[src/rtl/rhd_pkg.sv]
// Shared definitions for the RHD2000 SPI link: opcodes, special command words,
// ROM register map and the responder state encoding.
package rhd_pkg;

  localparam logic [1:0] OP_CONVERT = 2'b00;
  localparam logic [1:0] OP_WRITE   = 2'b10;
  localparam logic [1:0] OP_READ    = 2'b11;

  localparam logic [15:0] CMD_CALIBRATE = 16'h5500;
  localparam logic [15:0] CMD_CLEAR     = 16'h6A00;

  localparam int          RAM_DEPTH     = 22;
  localparam logic [5:0]  RAM_LAST_ADDR = 6'd21;

  localparam logic [5:0] ROM_INTAN_I   = 6'd40;
  localparam logic [5:0] ROM_INTAN_N0  = 6'd41;
  localparam logic [5:0] ROM_INTAN_T   = 6'd42;
  localparam logic [5:0] ROM_INTAN_A   = 6'd43;
  localparam logic [5:0] ROM_INTAN_N1  = 6'd44;
  localparam logic [5:0] ROM_DIE_REV   = 6'd60;
  localparam logic [5:0] ROM_UNIPOLAR  = 6'd61;
  localparam logic [5:0] ROM_NUM_AMPS  = 6'd62;
  localparam logic [5:0] ROM_CHIP_ID   = 6'd63;

  typedef enum logic [1:0] {
    IDLE  = 2'd0,
    SHIFT = 2'd1,
    DONE  = 2'd2
  } rhd_state_e;

endpackage

[src/rtl/rhd_sync_edge.sv]
// N-flop input synchronizer with single-cycle rise/fall pulses taken from
// the synchronized copy versus its one-cycle-old history.
module rhd_sync_edge #(
  parameter int   STAGES  = 2,
  parameter logic RST_VAL = 1'b0
) (
  input  logic clk,
  input  logic rstn,
  input  logic din,
  output logic rise,
  output logic fall
);

  logic [STAGES-1:0] sync_r;
  logic              prev_r;
  logic              cur_s;

  assign cur_s = sync_r[STAGES-1];
  assign rise  = cur_s & ~prev_r;
  assign fall  = ~cur_s & prev_r;

  // synchronizer chain plus one history flop for edge detection
  always_ff @(posedge clk or negedge rstn) begin
    if (!rstn) begin
      sync_r <= {STAGES{RST_VAL}};
      prev_r <= RST_VAL;
    end else begin
      sync_r[0] <= din;
      for (int i = 1; i < STAGES; i++) begin
        sync_r[i] <= sync_r[i-1];
      end
      prev_r <= cur_s;
    end
  end

endmodule

[src/rtl/rhd_spi_responder.sv]
// RHD2000-style SPI slave emulator: decodes 16-bit commands and returns each
// result two frames later on MISO, with a small register RAM and fixed ROM.
module rhd_spi_responder
  import rhd_pkg::*;
#(
  parameter int unsigned CHIP_ID     = 1,
  parameter int unsigned NUM_AMPS    = 32,
  parameter int          SYNC_STAGES = 2
) (
  input  logic        clk,
  input  logic        rstn,
  input  logic        CS,
  input  logic        SCLK,
  input  logic        MOSI,
  output logic        MISO,
  output logic        cmd_valid,
  output logic [15:0] cmd_word,
  output logic        frame_err,
  output logic [9:0]  frame_cnt
);

  localparam logic [7:0]  CHIP_ID_B  = 8'(CHIP_ID);
  localparam logic [7:0]  NUM_AMPS_B = 8'(NUM_AMPS);
  localparam int unsigned AMPS_CAP   = (NUM_AMPS > 64) ? 64 : NUM_AMPS;
  localparam logic [6:0]  AMPS_LIM_C = 7'(AMPS_CAP);

  rhd_state_e              state_r, state_nxt_s;
  logic                    cs_rise_s, cs_fall_s, sclk_rise_s, sclk_fall_s;
  logic [SYNC_STAGES-1:0]  mosi_sync_r;
  logic                    mosi_s;
  logic [4:0]              bit_cnt_r;
  logic [15:0]             rx_sr_r, tx_sr_r;
  logic [15:0]             pipe_p1_r, pipe_p2_r;
  logic [7:0]              ram_r [RAM_DEPTH];
  logic                    load_tx_s, shift_rx_s, shift_tx_s, err_s, commit_s;
  logic [5:0]              addr_s;
  logic [7:0]              rd_val_s;
  logic [15:0]             result_s;
  logic                    ram_we_s;

  rhd_sync_edge #(.STAGES(SYNC_STAGES), .RST_VAL(1'b1)) u_sync_cs (
    .clk(clk), .rstn(rstn), .din(CS), .rise(cs_rise_s), .fall(cs_fall_s)
  );

  rhd_sync_edge #(.STAGES(SYNC_STAGES), .RST_VAL(1'b0)) u_sync_sclk (
    .clk(clk), .rstn(rstn), .din(SCLK), .rise(sclk_rise_s), .fall(sclk_fall_s)
  );

  assign mosi_s = mosi_sync_r[SYNC_STAGES-1];
  assign MISO   = tx_sr_r[15];
  assign addr_s = rx_sr_r[13:8];

  // MOSI needs no edge detect, only the same synchronizer depth as SCLK
  always_ff @(posedge clk or negedge rstn) begin
    if (!rstn) begin
      mosi_sync_r <= {SYNC_STAGES{1'b0}};
    end else begin
      mosi_sync_r[0] <= MOSI;
      for (int i = 1; i < SYNC_STAGES; i++) begin
        mosi_sync_r[i] <= mosi_sync_r[i-1];
      end
    end
  end

  // state register
  always_ff @(posedge clk or negedge rstn) begin
    if (!rstn) begin
      state_r <= IDLE;
    end else begin
      state_r <= state_nxt_s;
    end
  end

  // next-state and datapath strobes; a CS rise masks any coincident SCLK edge
  always_comb begin
    state_nxt_s = state_r;
    load_tx_s   = 1'b0;
    shift_rx_s  = 1'b0;
    shift_tx_s  = 1'b0;
    err_s       = 1'b0;
    commit_s    = 1'b0;
    case (state_r)
      IDLE: begin
        if (cs_fall_s) begin
          load_tx_s   = 1'b1;
          state_nxt_s = SHIFT;
        end else begin
          state_nxt_s = IDLE;
        end
      end
      SHIFT: begin
        if (cs_rise_s) begin
          if (bit_cnt_r == 5'd16) begin
            state_nxt_s = DONE;
          end else begin
            err_s       = 1'b1;
            state_nxt_s = IDLE;
          end
        end else if (sclk_rise_s) begin
          shift_rx_s = 1'b1;
        end else if (sclk_fall_s) begin
          shift_tx_s = 1'b1;
        end else begin
          state_nxt_s = SHIFT;
        end
      end
      DONE: begin
        commit_s    = 1'b1;
        state_nxt_s = IDLE;
      end
      default: begin
        state_nxt_s = IDLE;
      end
    endcase
  end

  // register RAM plus fixed ROM map
  always_comb begin
    rd_val_s = 8'h00;
    if (addr_s <= RAM_LAST_ADDR) begin
      rd_val_s = ram_r[addr_s[4:0]];
    end else begin
      case (addr_s)
        ROM_INTAN_I:  rd_val_s = 8'h49;
        ROM_INTAN_N0: rd_val_s = 8'h4E;
        ROM_INTAN_T:  rd_val_s = 8'h54;
        ROM_INTAN_A:  rd_val_s = 8'h41;
        ROM_INTAN_N1: rd_val_s = 8'h4E;
        ROM_DIE_REV:  rd_val_s = 8'h01;
        ROM_UNIPOLAR: rd_val_s = 8'h00;
        ROM_NUM_AMPS: rd_val_s = NUM_AMPS_B;
        ROM_CHIP_ID:  rd_val_s = CHIP_ID_B;
        default:      rd_val_s = 8'h00;
      endcase
    end
  end

  // command decode; CONVERT reports the pre-increment frame count
  always_comb begin
    result_s = 16'h0000;
    ram_we_s = 1'b0;
    case (rx_sr_r[15:14])
      OP_CONVERT: begin
        if ({1'b0, addr_s} < AMPS_LIM_C) begin
          result_s = {addr_s, frame_cnt};
        end else begin
          result_s = 16'h0000;
        end
      end
      OP_WRITE: begin
        result_s = {8'hFF, rx_sr_r[7:0]};
        ram_we_s = (addr_s <= RAM_LAST_ADDR);
      end
      OP_READ: begin
        result_s = {8'h00, rd_val_s};
      end
      default: begin
        if (rx_sr_r == CMD_CALIBRATE) begin
          result_s = 16'h8000;
        end else begin
          result_s = 16'h0000;
        end
      end
    endcase
  end

  // shift registers; tx_sr is zeroed outside a frame so MISO idles low
  always_ff @(posedge clk or negedge rstn) begin
    if (!rstn) begin
      bit_cnt_r <= 5'd0;
      rx_sr_r   <= 16'h0000;
      tx_sr_r   <= 16'h0000;
    end else if (load_tx_s) begin
      bit_cnt_r <= 5'd0;
      tx_sr_r   <= pipe_p2_r;
    end else if (shift_rx_s) begin
      rx_sr_r <= {rx_sr_r[14:0], mosi_s};
      if (bit_cnt_r != 5'd31) begin
        bit_cnt_r <= bit_cnt_r + 5'd1;
      end else begin
        bit_cnt_r <= bit_cnt_r;
      end
    end else if (shift_tx_s) begin
      tx_sr_r <= {tx_sr_r[14:0], 1'b0};
    end else if (state_r != SHIFT) begin
      tx_sr_r <= 16'h0000;
    end else begin
      tx_sr_r <= tx_sr_r;
    end
  end

  // frame commit: pipeline, status outputs and frame counter
  always_ff @(posedge clk or negedge rstn) begin
    if (!rstn) begin
      pipe_p1_r <= 16'h0000;
      pipe_p2_r <= 16'h0000;
      cmd_word  <= 16'h0000;
      cmd_valid <= 1'b0;
      frame_err <= 1'b0;
      frame_cnt <= 10'd0;
    end else begin
      cmd_valid <= commit_s;
      frame_err <= err_s;
      if (commit_s) begin
        pipe_p2_r <= pipe_p1_r;
        pipe_p1_r <= result_s;
        cmd_word  <= rx_sr_r;
        frame_cnt <= frame_cnt + 10'd1;
      end else begin
        pipe_p2_r <= pipe_p2_r;
      end
    end
  end

  // register RAM
  always_ff @(posedge clk or negedge rstn) begin
    if (!rstn) begin
      for (int i = 0; i < RAM_DEPTH; i++) begin
        ram_r[i] <= 8'h00;
      end
    end else if (commit_s && ram_we_s) begin
      ram_r[addr_s[4:0]] <= rx_sr_r[7:0];
    end else begin
      ram_r[0] <= ram_r[0];
    end
  end

endmodule

[config.mk]
export PLATFORM = sky130hd
export DESIGN_NAME = rhd_spi_responder
export DESIGN_NICKNAME = d
export VERILOG_FILES = /design/src/rtl/rhd_pkg.sv /design/src/rtl/rhd_sync_edge.sv /design/src/rtl/rhd_spi_responder.sv
export SDC_FILE = /design/constraint.sdc
export NUM_CORES = 1
export LEC_CHECK = 0
export CAP_MARGIN = 5
export CORE_MARGIN = 3
export CORE_UTILIZATION = 62
export DETAILED_ROUTE_END_ITERATION = 6
export PLACE_DENSITY = 0.81
export SYNTH_ARGS = -nofsm -noshare
export SYNTH_HDL_FRONTEND = slang
export SYNTH_SLANG_ARGS = --single-unit
[constraint.sdc]
create_clock -name clk -period 2.22 [get_ports clk]
set_input_delay 0.222 -clock clk [delete_from_list [all_inputs] [get_ports clk]]
set_output_delay 0.222 -clock clk [all_outputs]
set_load 0.05 [all_outputs]
==> results of run 1 <==
==> layer usage <==
| metal | part of all wire (%) | vias to the layer above | GRT usage, % | wire, µm |
|---|---|---|---|---|
| met3 | 6.0 | 67 | 4.361 | 1773 |
| met5 | 0 | - | 0 | 0 |
| met2 | 49 | 293 | 44.93 | 14650 |
| met1 | 42 | 4325 | 38.17 | 12330 |
| li1 | - | 3698 | - | - |
| met4 | 3.2 | 0 | 9.149 | 950 |
==> final timing paths <==
path | startpoint | endpoint | slack (ns) | depth (start not counted)
worst min register to register | u_sync_sclk.sync_r[0] | u_sync_sclk.sync_r[1] | 0.35 | 0
max in group asynchronous | rstn | pipe_p2_r[7] | 1.30 | 3
worst max-delay path | rx_sr_r[9] | pipe_p1_r[3] | 0.05 | 7
min in group asynchronous | rstn | bit_cnt_r[2] | 0.21 | 2
worst min-delay path | CS | u_sync_cs.sync_r[0] | 0.09 | 1
worst max register to register | rx_sr_r[9] | pipe_p1_r[3] | 0.05 | 7
==> report_power, final <==
part | total, W | leakage (nW) | switching [W] | internal (W)
clock | 0.00492 | 0.480 | 0.00202 | 0.00290
combinational | 0.00113 | 2.78 | 0.000804 | 0.000324
sequential | 0.00535 | 3.91 | 0.0000971 | 0.00525
==> area by class of cell <==
| cell class | instances | area share [%] |
|---|---|---|
| clock inverter | 13 | 0.8813 |
| timing repair buffer | 104 | 6.627 |
| clock buffer | 41 | 5.762 |
| tap | 265 | 2.246 |
| multi-input combinational | 614 | 35.90 |
| sequential | 283 | 48.03 |
| inverter | 22 | 0.5593 |
==> sequential cells by signal (all words and copies together), names as in the netlist <==
register,count
bit_cnt_r,5
cmd_valid,1
cmd_word,16
frame_cnt,10
frame_err,1
mosi_sync_r,2
pipe_p1_r,16
pipe_p2_r,16
ram_r,176
rx_sr_r,16
state_r,2
tx_sr_r,16
u_sync_cs.prev_r,1
u_sync_cs.sync_r,2
u_sync_sclk.prev_r,1
u_sync_sclk.sync_r,2
==> cells in the mapped netlist, types with 3 or more instances <==
master,number,area [µm²]
sky130_fd_sc_hd__nand4_1,4,25.02
sky130_fd_sc_hd__nand2_1,117,439.2
sky130_fd_sc_hd__buf_2,12,60.06
sky130_fd_sc_hd__dfstp_2,3,78.83
sky130_fd_sc_hd__a21oi_1,19,95.09
sky130_fd_sc_hd__nand2_2,20,125.1
sky130_fd_sc_hd__and2_1,3,18.77
sky130_fd_sc_hd__a221oi_1,3,26.28
sky130_fd_sc_hd__o21ai_0,39,195.2
sky130_fd_sc_hd__nor3_1,3,15.01
sky130_fd_sc_hd__a21boi_0,3,22.52
sky130_fd_sc_hd__nand3_1,8,40.04
sky130_fd_sc_hd__dfrtp_1,280,7007
sky130_fd_sc_hd__buf_1,8,30.03
sky130_fd_sc_hd__nor3_2,3,30.03
sky130_fd_sc_hd__nor2b_1,7,43.79
sky130_fd_sc_hd__mux4_2,28,630.6
sky130_fd_sc_hd__xnor2_1,8,70.07
sky130_fd_sc_hd__mux2i_1,29,290.3
sky130_fd_sc_hd__ha_1,4,50.05
sky130_fd_sc_hd__nand2b_1,8,50.05
sky130_fd_sc_hd__o31ai_1,4,30.03
sky130_fd_sc_hd__o211ai_1,3,22.52
sky130_fd_sc_hd__a311oi_1,3,26.28
sky130_fd_sc_hd__a22oi_1,3,22.52
sky130_fd_sc_hd__a222oi_1,21,210.2
sky130_fd_sc_hd__and3_1,5,31.28
sky130_fd_sc_hd__a31oi_1,6,37.54
sky130_fd_sc_hd__inv_1,22,82.58
sky130_fd_sc_hd__buf_4,5,37.54
sky130_fd_sc_hd__mux2_2,193,2173
sky130_fd_sc_hd__o221ai_1,9,78.83
sky130_fd_sc_hd__a22o_1,4,35.03
sky130_fd_sc_hd__buf_6,4,45.04
sky130_fd_sc_hd__xor2_1,6,52.55
sky130_fd_sc_hd__mux2_1,5,56.30
sky130_fd_sc_hd__clkbuf_1,39,146.4
sky130_fd_sc_hd__nor2_1,15,56.30
==> kinds of logic after synthesis <==
logic type,synth area share (%)
AOI/OAI and AO/OA,6.692
DFF,55.32
and+or+nand+nor,8.626
buffers and inverters,3.410
adders and majority gates,0.3908
muxes,24.60
xor gates and xnor gates,0.9574
==> what timing repair did <==
action | 4_1_cts | 5_1_grt
gates resized for setup | 0 | 2
endpoints found under the setup margin | 2 | 6
hold buffers | 1 | 0
endpoints found under the hold margin | 49 | 0
setup buffers | 1 | 3
==> critical path, cell delays in order (launching register included) <==
cell and delay [ns]:
sky130_fd_sc_hd__dfrtp_2 0.52, sky130_fd_sc_hd__buf_12 0.20, sky130_fd_sc_hd__buf_12 0.16, sky130_fd_sc_hd__and2_1 0.18, sky130_fd_sc_hd__a22o_1 0.21, sky130_fd_sc_hd__a221oi_1 0.33, sky130_fd_sc_hd__o221ai_1 0.28, sky130_fd_sc_hd__a31oi_1 0.19
==> stage by stage <==
stage	util [%]	instances	instance area, µm²	hold slack (ns)	setup WS, ns
floorplan	-	989	12810	-0.07359	0.2713
global placement	69.12	1283	13720	0.1783	0.04452
detailed placement	69.12	1283	13720	0.1780	0.02699
CTS	74.19	1339	14720	0.09115	0.06875
global route	74.40	1342	14770	0.08531	0.02664
finish	74.40	1342	14770	0.09208	0.05389
==> results.txt, run 1 <==
The die extent in x is 149.7 µm. The total CTS buffers came out at 29. The register bit count reported by yosys came out at 283. For this design the ratio of total power to cell area is 771.8 nW/µm². The global-route wire length before repair is 48.19 mm.

For the pin with the worst max-slew slack, the measured transition is 0.8097 ns. The cell count after synthesis is 989. After clock tree synthesis, the clock-pin slew on the worst setup and hold paths is 0.06 ns. Static timing analysis puts the maximum clock frequency at 461.7 MHz.

The total power is 0.01140 W. Entering global routing, the biggest net connects 70 pins. The maximum number of buffers from clock root to sink came out at 3. The via count of the first global-routing pass is 8633. The number of clock sinks seen by CTS came out at 283. The number of detailed-routing iterations run before antenna repair came out at 7.

The clock root buffer master is sky130_fd_sc_hd__clkbuf_16. The number of antenna violations at the first check in global routing is 0. The library cell used most frequently in the layout, excluding fill and tap cells, is sky130_fd_sc_hd__dfrtp_1. The leakage power total came out at 7.175 nW.

The number of nets in the synthesized netlist is 998. The total track usage came out at 27.47%. The number of violations of the max-capacitance limit came out at 0. The clock latency on the worst-skew pair came out at 0.55 ns. In the synthesized netlist the async set-or-reset flop fraction comes to 100.0%. The Yosys step of the flow raised 0 warnings. Setup violations remaining at the end of the flow were counted as 0. The maximum net fanout on the critical path is 20. For this run, the register share of the synthesized area comes to 55.32%. The floorplan die area came out at 22420 µm². Global routing finished with a remaining overflow of 0. Leaving out fill and tap cells, the most frequent cells in the layout are sky130_fd_sc_hd__dfrtp_1, sky130_fd_sc_hd__mux2_2, sky130_fd_sc_hd__nand2_1, sky130_fd_sc_hd__buf_4, sky130_fd_sc_hd__o21ai_0. The count of routing violations after the opening detailed-route iteration is 704. The standard cell core area came out at 19850 µm².

The worst setup path is launched from a flip-flop. The final cycle utilization of the critical path came out at 97.57%. The final weighted congestion in routability-driven placement came out at 0.9185.

The count of port buffers added during placement is 33. The post-layout minimum cycle time is 2.166 ns. In the final layout, the multi-input gates occupy 5300 µm².

The flow ran to the end, but the final reports show violations. The number of fill cells came out at 1222. The worst endpoint data arrival time came out at 2.62 ns.

The number of failing hold endpoints at the final stage came to 0. The worst voltage drop across the vdd grid came out at 0.6093 mV. Of the cells placed in the final design, the portion with a size suffix greater than 1 is 36.03%. The H-tree depth reported by CTS is 1.

The unique cell type count in the Yosys netlist came out at 64. The synthesized design contains 0 enable-type register cells. The overall via count from detail_route is 8383. The synthesized netlist occupies a cell area of 12810 µm². The number of placement rows came out at 51. The HPWL after detailed placement came out at 19.09 mm. The final number of max-transition violations is 0. Headroom to the max-slew limit came out at 45.61%. STA classifies the critical path endpoint as a flip-flop. In the final timing run, aggregate negative setup slack is 0 ns. The register area came out at 7092 µm². After detailed routing, the total wire length is 29.70 mm. Using the TritonRoute via totals, the vias-per-cell ratio works out to 6.247. The repair_antennas step left the layout with diodes totalling 0.

The average detailed-routed wire length per instance came out at 22.13 µm. The main flop type after synthesis is sky130_fd_sc_hd__dfrtp_1. The number of nets at the end of the flow came out at 1063. The initial standard-cell utilization of the core is 64.54%. The required time of the worst setup path is 2.68 ns. From synthesis to final layout, the design area changed by 15.29%.

Setup repair after global routing left no endpoint under its margin. Measured along the y axis, the die boundary spans 149.7 µm. The worst-case clock skew is 0.01932 ns. The average instance in the mapped netlist occupies 12.95 µm². The CTS tree is done. The path type of the worst min-delay path is in2reg.

The post-route DRC violation count came out at 16. The setup path with the least slack is of type reg2reg. The remaining antenna violation count after routing came out at 0. The I/O pin total is 34. The checks that failed: DRC.
No activity file was read; power rests on OpenSTA's default activity.
==> run 2: changes to the inputs <==
- CORE_UTILIZATION: 62 -> 45
- CTS_BUF_LIST: default -> sky130_fd_sc_hd__clkbuf_8
- PLACE_DENSITY: 0.81 -> 0.62
==> run 2 against run 1 <==
Effect of this change: the run still ends with DRC left; non-clock buffer count rose by 5; register-to-register slack got worse by 0.02 ns; sequential cell count did not move; cell count rose by 11%; sequential share of layout area fell by 0.44 points; global-route usage fell by 7.0 points; wire length rose by 2.7%; clock power fell by 7.5%; clock-buffer cell count rose by 21; combinational power barely moved; sequential power barely moved; setup slack got worse by 0.022 ns.
==> results.txt, run 2 (same netlist as run 1, synthesis figures left out) <==
The required time of the worst setup path was 2.61 ns (-0.07 ns). The global-route wire length before repair is 49.44 mm (+2.6%). The routed length on met3 came out at 1.828 mm (+3.1%). The sort of element at the start of the critical path is a flip-flop. Compared with the post-synthesis result, the final layout area differs by 16.34%. The overall via count from detail_route came to 8332 (-0.61%).

The fraction of layout instances using a drive strength above 1 came out at 36.87% (+0.84 points). The worst voltage drop across the vdd grid came out at 0.4557 mV (-25%). The maximum number of buffers from clock root to sink came out at 3 (unchanged). The worst-case clock skew is 0.04362 ns (+0.02430 ns). The die span in y is 174.7 µm (+17%). The commonest non-fill, non-tap cell in the layout is sky130_fd_sc_hd__dfrtp_1. The final weighted congestion in routability-driven placement came to 0.9055 (-1.4%). The clock root buffer master is sky130_fd_sc_hd__clkbuf_8. The maximum net fanout on the critical path was 31 (+55%).

The sum of overflow across all layers after global routing was 0 (unchanged). The count of port buffers added during placement was 33 (unchanged). The wire length reported by the detailed router is 30.50 mm (+2.7%). The post-route DRC violation count is 1 (-15). The worst endpoint data arrival time came out at 2.58 ns (-0.04 ns).

The flow ran to the end, but the final reports show violations. The final number of max-transition violations is 0 (unchanged). The number of nets at the end of the flow is 1087 (+2.3%). The I/O pin total came out at 34 (unchanged). The top cell types in the final layout, fill and taps aside, are sky130_fd_sc_hd__dfrtp_1, sky130_fd_sc_hd__mux2_2, sky130_fd_sc_hd__nand2_1, sky130_fd_sc_hd__buf_4, sky130_fd_sc_hd__clkbuf_8.

The final cycle utilization of the critical path came out at 98.55% (+0.98 points). The floorplan die area is 30520 µm² (+36%). The transition time of the tightest slew-check pin came out at 0.7713 ns (-0.03833 ns). The sort of element at the end of the critical path is a flip-flop. The HPWL after detailed placement is 20.08 mm (+5.2%). The standard cell core area was 27930 µm² (+41%). The total track usage is 20.42% (-7.0 points). Setup repair after global routing left no endpoint under its margin. The wire length on met2 is 14.11 mm (-3.7%). The leakage power total came out at 7.274 nW (+1.4%). The average detailed-routed wire length per instance came out at 20.47 µm (-7.5%). The total power per unit cell area came to 740.4 nW/µm² (-4.1%). The final worst hold slack came out at 0.08302 ns (-0.009060 ns).

The number of violations of the max-capacitance limit came out at 0 (unchanged). The post-layout minimum cycle time is 2.188 ns (+0.02179 ns). The H-tree depth reported by CTS came out at 2 (+1). The clock latency on the worst-skew pair is 0.57 ns (+0.02 ns).

The average vias per placed instance came out at 5.592 (-10%). The total setup violations reported at the end of the flow is 0 (unchanged). The worst slew slack as a fraction of its limit was 48.58% (+3.0 points). The largest net degree at the start of global routing is 60 (-14%). More flip-flops sit in one register than any other, and that register is ram_r. The path type of the worst setup path is reg2reg. The number of placement rows is 61 (+20%). The number of flip-flops in the largest register is 176 (unchanged). The clock-pin slew of the registers on the worst-case setup and hold paths is 0.06 ns (about the same). The initial standard-cell utilization of the core is 45.85% (-19 points). The tightest min-delay check is of the in2reg type. The die extent in x is 174.7 µm (+17%).

The number of antenna violations at the first check in global routing came out at 0 (unchanged). After detailed routing, no signal wire sits above met4. The total CTS buffers is 48 (+66%). The number of detailed-routing iterations run before antenna repair is 7 (unchanged). The maximum achievable frequency came out at 457.1 MHz (-1.0%). The via count of the first global-routing pass came out at 8576 (-0.66%). The remaining antenna violation count after routing came out at 0 (unchanged). The count of routing violations after the opening detailed-route iteration is 723 (+2.7%). The final reports fail on DRC. The end-of-flow core utilization came out at 53.34% (-21 points). The met1 wire length is 13.76 mm (+12%). The number of antenna diodes came out at 0 (unchanged). The CTS tree is done.

The number of clock sinks seen by CTS is 283 (unchanged). The number of failing hold endpoints at the final stage came to 0 (unchanged).
run 2: cell types whose count changed in the layout (fill, tap and decap cells not counted), sizes merged:
cell / before / now
clkinv: 7 / 3
inv: 23 / 41
clkinvlp: 3 / 0
buf: 71 / 76
bufinv: 2 / 0
clkbuf: 41 / 62
run 2: final timing paths:
check / from / endpoint / slack [ns] / depth (start not counted)
setup / recovery: state_r[0] / pipe_p1_r[6] / 0.03 / 6
hold / removal: CS / u_sync_cs.sync_r[0] / 0.08 / 1
setup reg to reg: state_r[0] / pipe_p1_r[6] / 0.03 / 6
hold reg to reg: u_sync_sclk.sync_r[0] / u_sync_sclk.sync_r[1] / 0.34 / 0
max in group asynchronous: rstn / ram_r[139] / 1.22 / 3
min in group asynchronous: rstn / rx_sr_r[10] / 0.20 / 2
run 2: per-stage QoR:
step / instance area (µm²) / TNS, ns / total power (W) / cells / setup slack (ns)
final: 14900 / 0 / 0.01103 / 1490 / 0.03210
after global routing: 14900 / 0 / 0.01152 / 1490 / 0.005232
after CTS: 14860 / 0 / 0.01116 / 1489 / 0.004624
after detailed placement: 13910 / -0.1349 / 0.006577 / 1404 / -0.1349
after global placement: 13910 / -0.1456 / 0.006574 / 1404 / -0.1456
after floorplan: 12810 / 0 / 0.006019 / 989 / 0.2713
run 2: power by group:
group          internal (W)  switching [W]  total, W
Sequential          0.00525       0.000101   0.00535
Combinational      0.000310       0.000822   0.00113
Clock               0.00249        0.00206   0.00455
run 2: what timing repair did:
item | CTS | global route
endpoints found under the hold margin | 143 | 0
buffers inserted | 0 | 1
resized for setup | 1 | 4
setup endpoints to repair | 1 | 8
hold buffers | 1 | 0
run 2: area by class of cell:
| type | instances | area [µm²] |
|---|---|---|
| fillers | 2443 | 13030 |
| flip-flops and latches | 283 | 7091 |
| multi-input cells | 614 | 5316 |
| repair buffers | 109 | 991.0 |
| clock buffers | 62 | 853.3 |
| well taps | 378 | 473.0 |
| clock inverters | 22 | 93.84 |
| inverters | 22 | 82.58 |
run 2: worst max-delay path, stage by stage (launching register included):
cell and delay (ns):
sky130_fd_sc_hd__dfrtp_1 0.42, sky130_fd_sc_hd__nand2b_2 0.21, sky130_fd_sc_hd__buf_4 0.24, sky130_fd_sc_hd__a222oi_1 0.66, sky130_fd_sc_hd__o211ai_1 0.19, sky130_fd_sc_hd__o211ai_1 0.20
sky130_fd_sc_hd__a31oi_1 0.09
run 2: per-layer routing:
metal / global-route usage [%] / vias to the layer above
li1: - / 3757
met1: 29.14 / 4269
met4: 6.616 / 0
met3: 4.107 / 59
met5: 0 / -
met2: 31.61 / 247
==> run 3: changes to the inputs <==
- GPL_TIMING_DRIVEN: default -> 0
==> run 3 against run 2 <==
Effect of this change: the run still ends with DRC left; sequential cell count unchanged; design area shrank 0.66%; global-route usage increased by 0.72 points; register-to-register slack better by 0.02 ns; wire length increased by 3.4%; sequential power down 1%; largest cell class unchanged; highest routed layer unchanged.
==> results.txt, run 3 (same netlist as run 1, synthesis figures left out) <==
The worst endpoint data arrival time is 2.63 ns (+0.05 ns). The worst hold path belongs to the class in2reg. The sort of element at the end of the critical path is a flip-flop. The floorplan die area came to 30520 µm² (unchanged).

The worst-case clock skew is 0.03304 ns (-0.01058 ns). The sum of overflow across all layers after global routing came out at 0 (unchanged). The library cells used most frequently in the layout, excluding fill and tap cells, are sky130_fd_sc_hd__dfrtp_1, sky130_fd_sc_hd__mux2_2, sky130_fd_sc_hd__nand2_1, sky130_fd_sc_hd__clkbuf_8, sky130_fd_sc_hd__inv_1.

The H-tree depth reported by CTS came out at 2 (unchanged). The HPWL after detailed placement is 21.18 mm (+5.4%). The number of clock sinks seen by CTS came to 283 (unchanged). The clock latency on the worst-skew pair is 0.57 ns (about the same).

The average vias per placed instance is 5.563 (-0.52%). The worst slew slack as a fraction of its limit came out at 46.79% (-1.8 points). Leaving out fill and tap cells, the most frequent cell in the layout is sky130_fd_sc_hd__dfrtp_1. The remaining antenna violation count after routing was 0 (unchanged). The count of routing violations after the opening detailed-route iteration was 635 (-12%). The via count of the first global-routing pass is 8572 (-0.047%).

The post-route DRC violation count came out at 5 (+4). The number of nets at the end of the flow came to 1086 (-0.092%). The final cycle utilization of the critical path came out at 97.62% (-0.94 points).

Ranked by flip-flop count, first place goes to ram_r. The total CTS buffers came out at 48 (unchanged). The cell count after placement is 1402 (-0.14%). The final weighted congestion in routability-driven placement is 0.8848 (-2.3%). The die span in y is 174.7 µm (unchanged). The number of violations of the max-capacitance limit is 0 (unchanged).

The number of antenna diodes came out at 0 (unchanged). The number of cells traversed by the worst register-to-register path is 8 (+2). The leakage power total came out at 7.168 nW (-1.5%). The post-layout minimum cycle time is 2.167 ns (-0.02084 ns). The I/O pin total came out at 34 (unchanged). The sum of negative setup slack came out at 0 ns (unchanged).

The clock-pin slew of the registers on the worst-case setup and hold paths was 0.06 ns (about the same). The global-route wire length before repair is 50.24 mm (+1.6%). The worst-case register-to-register setup slack came out at 0.05 ns (+0.02 ns). The initial standard-cell utilization of the core is 45.85% (unchanged). The post-synthesis to final-layout area growth came out at 15.58%. The maximum net fanout on the critical path came out at 10 (-68%). The average detailed-routed wire length per instance is 21.12 µm (+3.2%). The standard cell core area came out at 27930 µm² (unchanged).

The number of detailed-routing iterations run before antenna repair came to 7 (unchanged). The number of antenna violations at the first check in global routing is 0 (unchanged). The count of port buffers added during placement came out at 33 (unchanged).

The fraction of layout instances using a drive strength above 1 came to 33.24% (-3.6 points). The total power per unit cell area is 757.1 nW/µm² (+2.3%). The run finished, with violations left. The tree is rooted in a sky130_fd_sc_hd__clkbuf_8.

The CTS tree is done. The number of flip-flops in the largest register came out at 176 (unchanged). The maximum number of buffers from clock root to sink came out at 3 (unchanged).

The most critical setup path has its endpoint at pipe_p1_r[0]. STA classifies the critical path startpoint as a flip-flop. The required time of the worst setup path is 2.68 ns (+0.07 ns). The overall via count from detail_route is 8311 (-0.25%). Setup repair after global routing left no endpoint under its margin.

The final worst hold slack was 0.06059 ns (-0.02244 ns). The final number of max-transition violations came out at 0 (unchanged). The total track usage came out at 21.14% (+0.72 points).

The placement-stage cell area is 13670 µm² (-1.7%). The maximum achievable frequency came out at 461.5 MHz (+0.96%). The worst voltage drop across the vdd grid came to 0.5260 mV (+15%). The capturing point of the worst reg2reg path is pipe_p1_r[0]. The worst hold path begins at CS. The end-of-flow core utilization came out at 52.99% (-0.35 points).

The largest net degree at the start of global routing came to 123 (+110%). The worst register-to-register path begins at rx_sr_r[8]. By startpoint and endpoint, the worst setup path is classified as reg2reg.

The die extent in x came out at 174.7 µm (unchanged). The number of placement rows came to 61 (unchanged). The wire length reported by the detailed router is 31.55 mm (+3.4%). The final reports fail on DRC. The start point of the critical path is rx_sr_r[8]. The transition time of the tightest slew-check pin was 0.7982 ns (+0.02685 ns). The number of failing hold endpoints at the final stage is 0 (unchanged). The total setup violations reported at the end of the flow is 0 (unchanged). The area of all placed cells without fillers came out at 14800 µm² (-0.66%).

The non-filler instance count after layout came to 1494 (+0.27%).
-- run 3: cell count changes in the layout (fill, tap and decap cells not counted), sizes merged --
cell    previous run  this run
buf               76        34
clkbuf            62       107
inv               41        42
-- run 3: per-stage QoR --
stage	setup WS [ns]	total power, W
4_1_cts	0.01443	0.01134
3_3_place_gp	-11.47	0.006566
2_1_floorplan	0.2713	0.006019
6_report	0.05294	0.01121
3_5_place_dp	-0.1521	0.006585
5_1_grt	0.007577	0.01171
-- run 3: worst min path at each step --
stage | end | cells past startpoint | slack (ns)
after floorplan | bit_cnt_r[0] | 0 | -0.07
after global placement | u_sync_sclk.sync_r[1] | 0 | 0.33
after detailed placement | bit_cnt_r[2] | 1 | 0.15
after CTS | u_sync_cs.sync_r[0] | 1 | 0.03
after global routing | u_sync_cs.sync_r[0] | 1 | 0.05
final | u_sync_cs.sync_r[0] | 1 | 0.06
-- run 3: repair_timing --
item	in CTS	in global routing
setup buffers	2	1
gates cloned	0	0
hold buffers	1	0
endpoints found under the hold margin	47	0
endpoints found under the setup margin	100	34
resized for setup	10	15
pin swaps	1	1
-- run 3: final cells by class --
| class | count | area [µm²] |
|---|---|---|
| Fill cell | 2487 | 13130 |
| Sequential cell | 283 | 7086 |
| Multi-Input combinational cell | 614 | 5355 |
| Clock buffer | 66 | 908.4 |
| Tap cell | 378 | 473.0 |
| Timing Repair Buffer | 39 | 435.4 |
| Buffer | 69 | 365.4 |
| Clock inverter | 23 | 97.59 |
| Inverter | 22 | 82.58 |
-- run 3: worst max-delay path, cell delays in order (launching register included) --
cell and delay [ns]:
sky130_fd_sc_hd__dfrtp_1 0.34, sky130_fd_sc_hd__buf_6 0.19, sky130_fd_sc_hd__buf_12 0.19, sky130_fd_sc_hd__buf_12 0.16, sky130_fd_sc_hd__buf_6 0.20, sky130_fd_sc_hd__mux2i_1 0.12
sky130_fd_sc_hd__a21oi_1 0.29, sky130_fd_sc_hd__o221ai_2 0.23, sky130_fd_sc_hd__a311oi_1 0.32
-- run 3: per-layer routing --
metal  wire [µm]  global-route usage [%]
met5           0                       0
met3        1588                   3.651
met4         714                   6.051
met1       14380                   30.05
met2       14860                   33.69
-- run 3: report_power, final --
part           switching (W)  internal, W
Combinational       0.000908     0.000289
Sequential         0.0000428      0.00525
Clock                0.00208      0.00264
Total                0.00303      0.00818
